`src/rtl/irq_pkg.sv`:
```
// irq_pkg: shared interrupt types and default sizes for requester and controller.
//   REQ_IDLE/REQ_ASSERT/REQ_GAP  requester FSM encoding (fixed 2-bit, legacy-compatible)
//   IRQ_N_SRC, IRQ_CNT_W         default source count and coalescing counter width
package irq_pkg;
  localparam int IRQ_N_SRC = 4;
  localparam int IRQ_CNT_W = 4;
  typedef enum logic [1:0] {
    REQ_IDLE   = 2'd0,
    REQ_ASSERT = 2'd1,
    REQ_GAP    = 2'd2
  } irq_req_state_t;
endpackage

```
`src/rtl/irq_evt_counter.sv`:
```
// irq_evt_counter: saturating event counter with sticky overflow and increment-on-clear.
//   clk, rst_n   clock, async active-low reset
//   inc_i        count one event this cycle
//   clr_i        clear count and overflow (a same-cycle inc_i leaves the count at 1)
//   cnt_o        registered count
//   cnt_nxt_o    value cnt_o takes after the next edge
//   ovf_o        sticky flag: an event arrived while the count was saturated
module irq_evt_counter
  import irq_pkg::*;
#(
  parameter int CNT_W = IRQ_CNT_W
) (
  input  logic             clk,
  input  logic             rst_n,
  input  logic             inc_i,
  input  logic             clr_i,
  output logic [CNT_W-1:0] cnt_o,
  output logic [CNT_W-1:0] cnt_nxt_o,
  output logic             ovf_o
);
  logic [CNT_W-1:0] cnt_q, cnt_d;
  logic ovf_q, ovf_d, sat;
  assign sat = &cnt_q;
  always_comb begin
    cnt_d = clr_i ? CNT_W'(inc_i) : cnt_q + CNT_W'(inc_i & ~sat);
    ovf_d = ~clr_i & (ovf_q | (inc_i & sat));
  end
  always_ff @(posedge clk or negedge rst_n) begin
    if (!rst_n) begin
      cnt_q <= '0;
      ovf_q <= 1'b0;
    end else begin
      cnt_q <= cnt_d;
      ovf_q <= ovf_d;
    end
  end
  assign cnt_o     = cnt_q;
  assign cnt_nxt_o = cnt_d;
  assign ovf_o     = ovf_q;
endmodule

```
`src/rtl/irq_requester.sv`:
```
// irq_requester: coalesces event strobes and presents one prioritised request to the irq controller.
//   clk, rst_n   clock, async active-low reset
//   evt_i        per-source event strobes (index 0 = highest priority)
//   irq_en_i     per-source enable mask
//   ack_i        controller acknowledge, ack_id_i is the acknowledged source
//   irq_o        registered request level; irq_id_o/irq_cnt_o describe it (0 while low)
//   pending_o    per-source nonzero count, independent of enable
//   overflow_o   sticky per-source saturation flag
//   err_o        one-cycle pulse on an ack that does not match the presented source
module irq_requester
  import irq_pkg::*;
#(
  parameter int N_SRC = IRQ_N_SRC,
  parameter int CNT_W = IRQ_CNT_W,
  parameter int ID_W  = (N_SRC > 1) ? $clog2(N_SRC) : 1
) (
  input  logic             clk,
  input  logic             rst_n,
  input  logic [N_SRC-1:0] evt_i,
  input  logic [N_SRC-1:0] irq_en_i,
  input  logic             ack_i,
  input  logic [ID_W-1:0]  ack_id_i,
  output logic             irq_o,
  output logic [ID_W-1:0]  irq_id_o,
  output logic [CNT_W-1:0] irq_cnt_o,
  output logic [N_SRC-1:0] pending_o,
  output logic [N_SRC-1:0] overflow_o,
  output logic             err_o
);
  irq_req_state_t   state_q, state_d;
  logic [ID_W-1:0]  cur_id_q, cur_id_d, sel;
  logic [CNT_W-1:0] cnt [N_SRC];
  logic [CNT_W-1:0] cnt_nxt [N_SRC];
  logic [N_SRC-1:0] clr, req;
  logic             ack_ok, hit;
  logic             irq_q;
  logic [ID_W-1:0]  irq_id_q;
  logic [CNT_W-1:0] irq_cnt_q;
  logic             err_q;
  assign ack_ok = ack_i && state_q == REQ_ASSERT && ack_id_i == cur_id_q;
  for (genvar g = 0; g < N_SRC; g++) begin : g_cnt
    assign clr[g]       = ack_ok && cur_id_q == ID_W'(g);
    assign pending_o[g] = |cnt[g];
    irq_evt_counter #(.CNT_W(CNT_W)) u_cnt (
      .clk       (clk),
      .rst_n     (rst_n),
      .inc_i     (evt_i[g]),
      .clr_i     (clr[g]),
      .cnt_o     (cnt[g]),
      .cnt_nxt_o (cnt_nxt[g]),
      .ovf_o     (overflow_o[g])
    );
  end
  assign req = pending_o & irq_en_i;
  // Descending scan so the lowest set index is the one left in sel.
  always_comb begin
    hit = 1'b0;
    sel = '0;
    for (int i = N_SRC - 1; i >= 0; i--) begin
      if (req[i]) begin
        hit = 1'b1;
        sel = ID_W'(i);
      end
    end
  end
  // A valid ack wins over a same-cycle enable drop; REQ_GAP always lasts one cycle.
  always_comb begin
    state_d  = state_q;
    cur_id_d = cur_id_q;
    case (state_q)
      REQ_IDLE: begin
        state_d  = hit ? REQ_ASSERT : REQ_IDLE;
        cur_id_d = hit ? sel : cur_id_q;
      end
      REQ_ASSERT: state_d = ack_ok ? REQ_GAP : (irq_en_i[cur_id_q] ? REQ_ASSERT : REQ_IDLE);
      default:    state_d = REQ_IDLE;
    endcase
  end
  // Outputs are registered from next-state values so they line up with the state flop.
  always_ff @(posedge clk or negedge rst_n) begin
    if (!rst_n) begin
      state_q   <= REQ_IDLE;
      cur_id_q  <= '0;
      irq_q     <= 1'b0;
      irq_id_q  <= '0;
      irq_cnt_q <= '0;
      err_q     <= 1'b0;
    end else begin
      state_q   <= state_d;
      cur_id_q  <= cur_id_d;
      irq_q     <= state_d == REQ_ASSERT;
      irq_id_q  <= state_d == REQ_ASSERT ? cur_id_d : '0;
      irq_cnt_q <= state_d == REQ_ASSERT ? cnt_nxt[cur_id_d] : '0;
      err_q     <= ack_i & ~ack_ok;
    end
  end
  assign irq_o     = irq_q;
  assign irq_id_o  = irq_id_q;
  assign irq_cnt_o = irq_cnt_q;
  assign err_o     = err_q;
endmodule

```
`config.mk`:
```
export PLATFORM = sky130hd
export DESIGN_NAME = irq_requester
export DESIGN_NICKNAME = d
export VERILOG_FILES = /design/src/rtl/irq_pkg.sv /design/src/rtl/irq_evt_counter.sv /design/src/rtl/irq_requester.sv
export SDC_FILE = /design/constraint.sdc
export NUM_CORES = 1
export LEC_CHECK = 0
export ABC_AREA = 1
export ABC_CLOCK_PERIOD_IN_PS = 2530
export BUFFER_PORTS_ARGS = -buffer_cell sky130_fd_sc_hd__buf_2
export CORE_MARGIN = 5
export CORE_UTILIZATION = 56
export DETAILED_ROUTE_END_ITERATION = 6
export HOLD_SLACK_MARGIN = 0.15
export PLACE_DENSITY = 0.79
export SYNTH_ARGS = -nofsm -noshare
export SYNTH_HDL_FRONTEND = slang
export SYNTH_HIERARCHICAL = 1
export SYNTH_SLANG_ARGS = --single-unit
```
`constraint.sdc`:
```
create_clock -name clk -period 2.53 [get_ports clk]
set_clock_uncertainty 0.2 [all_clocks]
set_input_delay 0.506 -clock clk [delete_from_list [all_inputs] [get_ports clk]]
set_output_delay 0.506 -clock clk [all_outputs]
set_load 0.1 [all_outputs]
```
==> impl_metrics.tcl <==
set metrics [dict create \
    status "finished clean" \
    maxCapViolCount 0 \
    grt_pass1_vias 1513 \
    ys.flop_type "dfrtp_1" \
    row_count 20 \
    place_area_um2 2007 \
    crit_type "register to register" \
    dp_hpwl_um 2821 \
    die_x_um 66.41 \
    nNetsFinal 281 \
    globalplace.congestion 0.8992 \
    netlist_area_um2 1782 \
    grt_overflow 0 \
    ys_seq_area_share_pct 44.94 \
    finalCriticalPeriod_ps 2228 \
    die_y_um 66.41 \
    reg2regPathDepth 9 \
    cts.sinks 32 \
    tns_ps 0 \
    via_count 1530 \
    slew_viol_final 0 \
    crit_arrival_ps 2290 \
    max_freq_ghz 0.4487 \
    io_pins 29 \
    synth_top_cells_by_count "nand2_1 (43), inv_1 (37), dfrtp_1 (32)" \
    grtUsageTotal_pct 19.31 \
    h-tree-depth 2 \
    r2r_slack_ps 300 \
    start_util_pct 58.36 \
    clockBufferDepth 2 \
    min-delay-start "ack_i" \
    syn_nets 241 \
    whs_endpoint "err_o" \
    viasPerCell 5.016 \
    drive_gt1_share_pct 25.67 \
    slew_headroom_pct 52.65 \
    netlist_instances 220 \
    yosysTopAreaCell "dfrtp_1" \
    worst_pin_slew_ps 710.2 \
    whs_path_depth 3 \
    antenna_cells 0 \
    fill_cells 277 \
    postSynthAreaPerCell_um2 8.099 \
    wire_per_inst_um 11.99 \
    postRouteAntennaNets 0 \
    core_um2 3053 \
    grt_pass1_wl_um 6582 \
    r2r-start "cur_id_q[1]" \
    drc_errors 0 \
    synth_top_area_share_pct 44.94 \
    required_ps 2590 \
    yosys_warnings 6 \
    cts_buffers 5 \
    drtIter0Drc 81 \
    synth_edf_count 0 \
    hold_path_class "primary input to register" \
    area_delta_synth_final_pct 16.50 \
    end_kind "register" \
    cts-root-buf "clkbuf_4" \
    synthMostInstantiatedCell "nand2_1" \
    cp_max_fo 6 \
    antenna_found_initial 0 \
    io_buffers 28 \
    setup_viol 0 \
    ys_types 20 \
    async_flop_share_pct 100.0 \
    ys_seq_elements 32 \
    worst_skew_pair.late_latency_ps 330 \
    routed_wl_um 3656 \
    rr_endpoint "irq_cnt_o[0]" \
    grt_max_degree 33 \
    start_kind "register" \
    firstDrtPassIters 4 \
    rsz0062_at_grt "false" \
    finalHoldViolations 0 \
    cts_tree "yes" \
    post_cts_buffers 0 \
    startpoint "cur_id_q[1]" \
    path_clk_slew_ps 100 \
    finalCritPeriodShare_pct 88.08 \
    die_area_um2 4410 \
    fin_area_um2 2076 \
    synth_area_leaders "dfrtp_1 (45%), nand2_1 (9.1%), inv_1 (7.8%), nand3_1 (5.9%), ha_1 (5.6%)" \
]
stage by stage:
stage	hold WS [ps]	util [%]	std cells	setup WS, ps
floorplan	10.41	-	220	321.0
global placement	306.2	65.74	296	205.4
detailed placement	311.6	65.74	296	188.9
CTS	187.9	67.99	305	292.9
global route	193.5	67.99	305	28.04
finish	192.2	67.99	305	301.6
kinds of logic after synthesis:
logic type	count (synthesis)	synth area share [%]
AO/OA/AOI/OAI	21	7.654
XOR/XNOR	2	0.9833
adder cells (fa/ha/maj)	8	5.618
AND/OR/NAND/NOR	115	31.95
flip-flops	32	44.94
buffers and inverters	42	8.848
layout make-up:
| cell class | instances | area [um2] | area share [%] |
|---|---|---|---|
| Sequential cell | 32 | 800.8 | 38.58 |
| Clock buffer | 8 | 58.81 | 2.833 |
| Tap cell | 44 | 55.05 | 2.652 |
| Timing Repair Buffer | 33 | 180.2 | 8.680 |
| Multi-Input combinational cell | 146 | 823.3 | 39.66 |
| Inverter | 42 | 157.7 | 7.595 |
placed cells by master (no fill, tap or decap), types with 2 or more instances in the layout:
cell	n
nand4_2	2
buf_2	28
clkbuf_4	5
buf_4	4
nand2_2	5
nor2_2	7
ha_1	8
a21oi_1	8
inv_1	37
nand3_1	21
nand3b_1	4
nand2_1	43
dfrtp_1	32
a21oi_2	4
inv_2	5
nand2_4	3
o21ai_0	7
nor3_1	4
nor2_1	24
xnor2_1	2
clkbuf_1	2
repair_timing:
| item | CTS | global route |
|---|---|---|
| resized for setup | 0 | 1 |
| hold buffers | 1 | 0 |
| endpoints found under the setup margin | 0 | 1 |
| hold endpoints to repair | 32 | 0 |
how the worst max path moves through the flow:
stage / endpoint / slack, ps / cells past startpoint
CTS: irq_cnt_o[0] / 290 / 9
detailed placement: irq_cnt_o[0] / 190 / 10
global route: irq_cnt_o[0] / 30 / 9
floorplan: irq_cnt_o[0] / 320 / 10
global placement: irq_cnt_o[0] / 210 / 10
finish: irq_cnt_o[0] / 300 / 9
critical path, stage by stage, from the launching register on:
cell and delay (ps):
dfrtp_1 460, xnor2_1 220, nand4_2 240, nor3_1 310, inv_1 140, o21ai_0 250, inv_1 70, nand2_1 70
nand3_1 70, a21oi_1 140
layer usage:
metal  track usage [%]  routed length [um]
met1             24.92                1705
met2             31.35                1680
met3             5.442                 220
met4             5.584                  50
met5                 0                   0
state kept, by name (all words and copies together), names as in the netlist:
register,flops
cur_id_q,2
err_o,1
g_cnt.u_cnt/cnt_o,16
g_cnt.u_cnt/ovf_o,4
irq_cnt_o,4
irq_id_o,2
irq_o,1
state_q,2
Power is not shown: default switching activity piles up to over one toggle a cycle in this logic, so the estimate is an artifact.
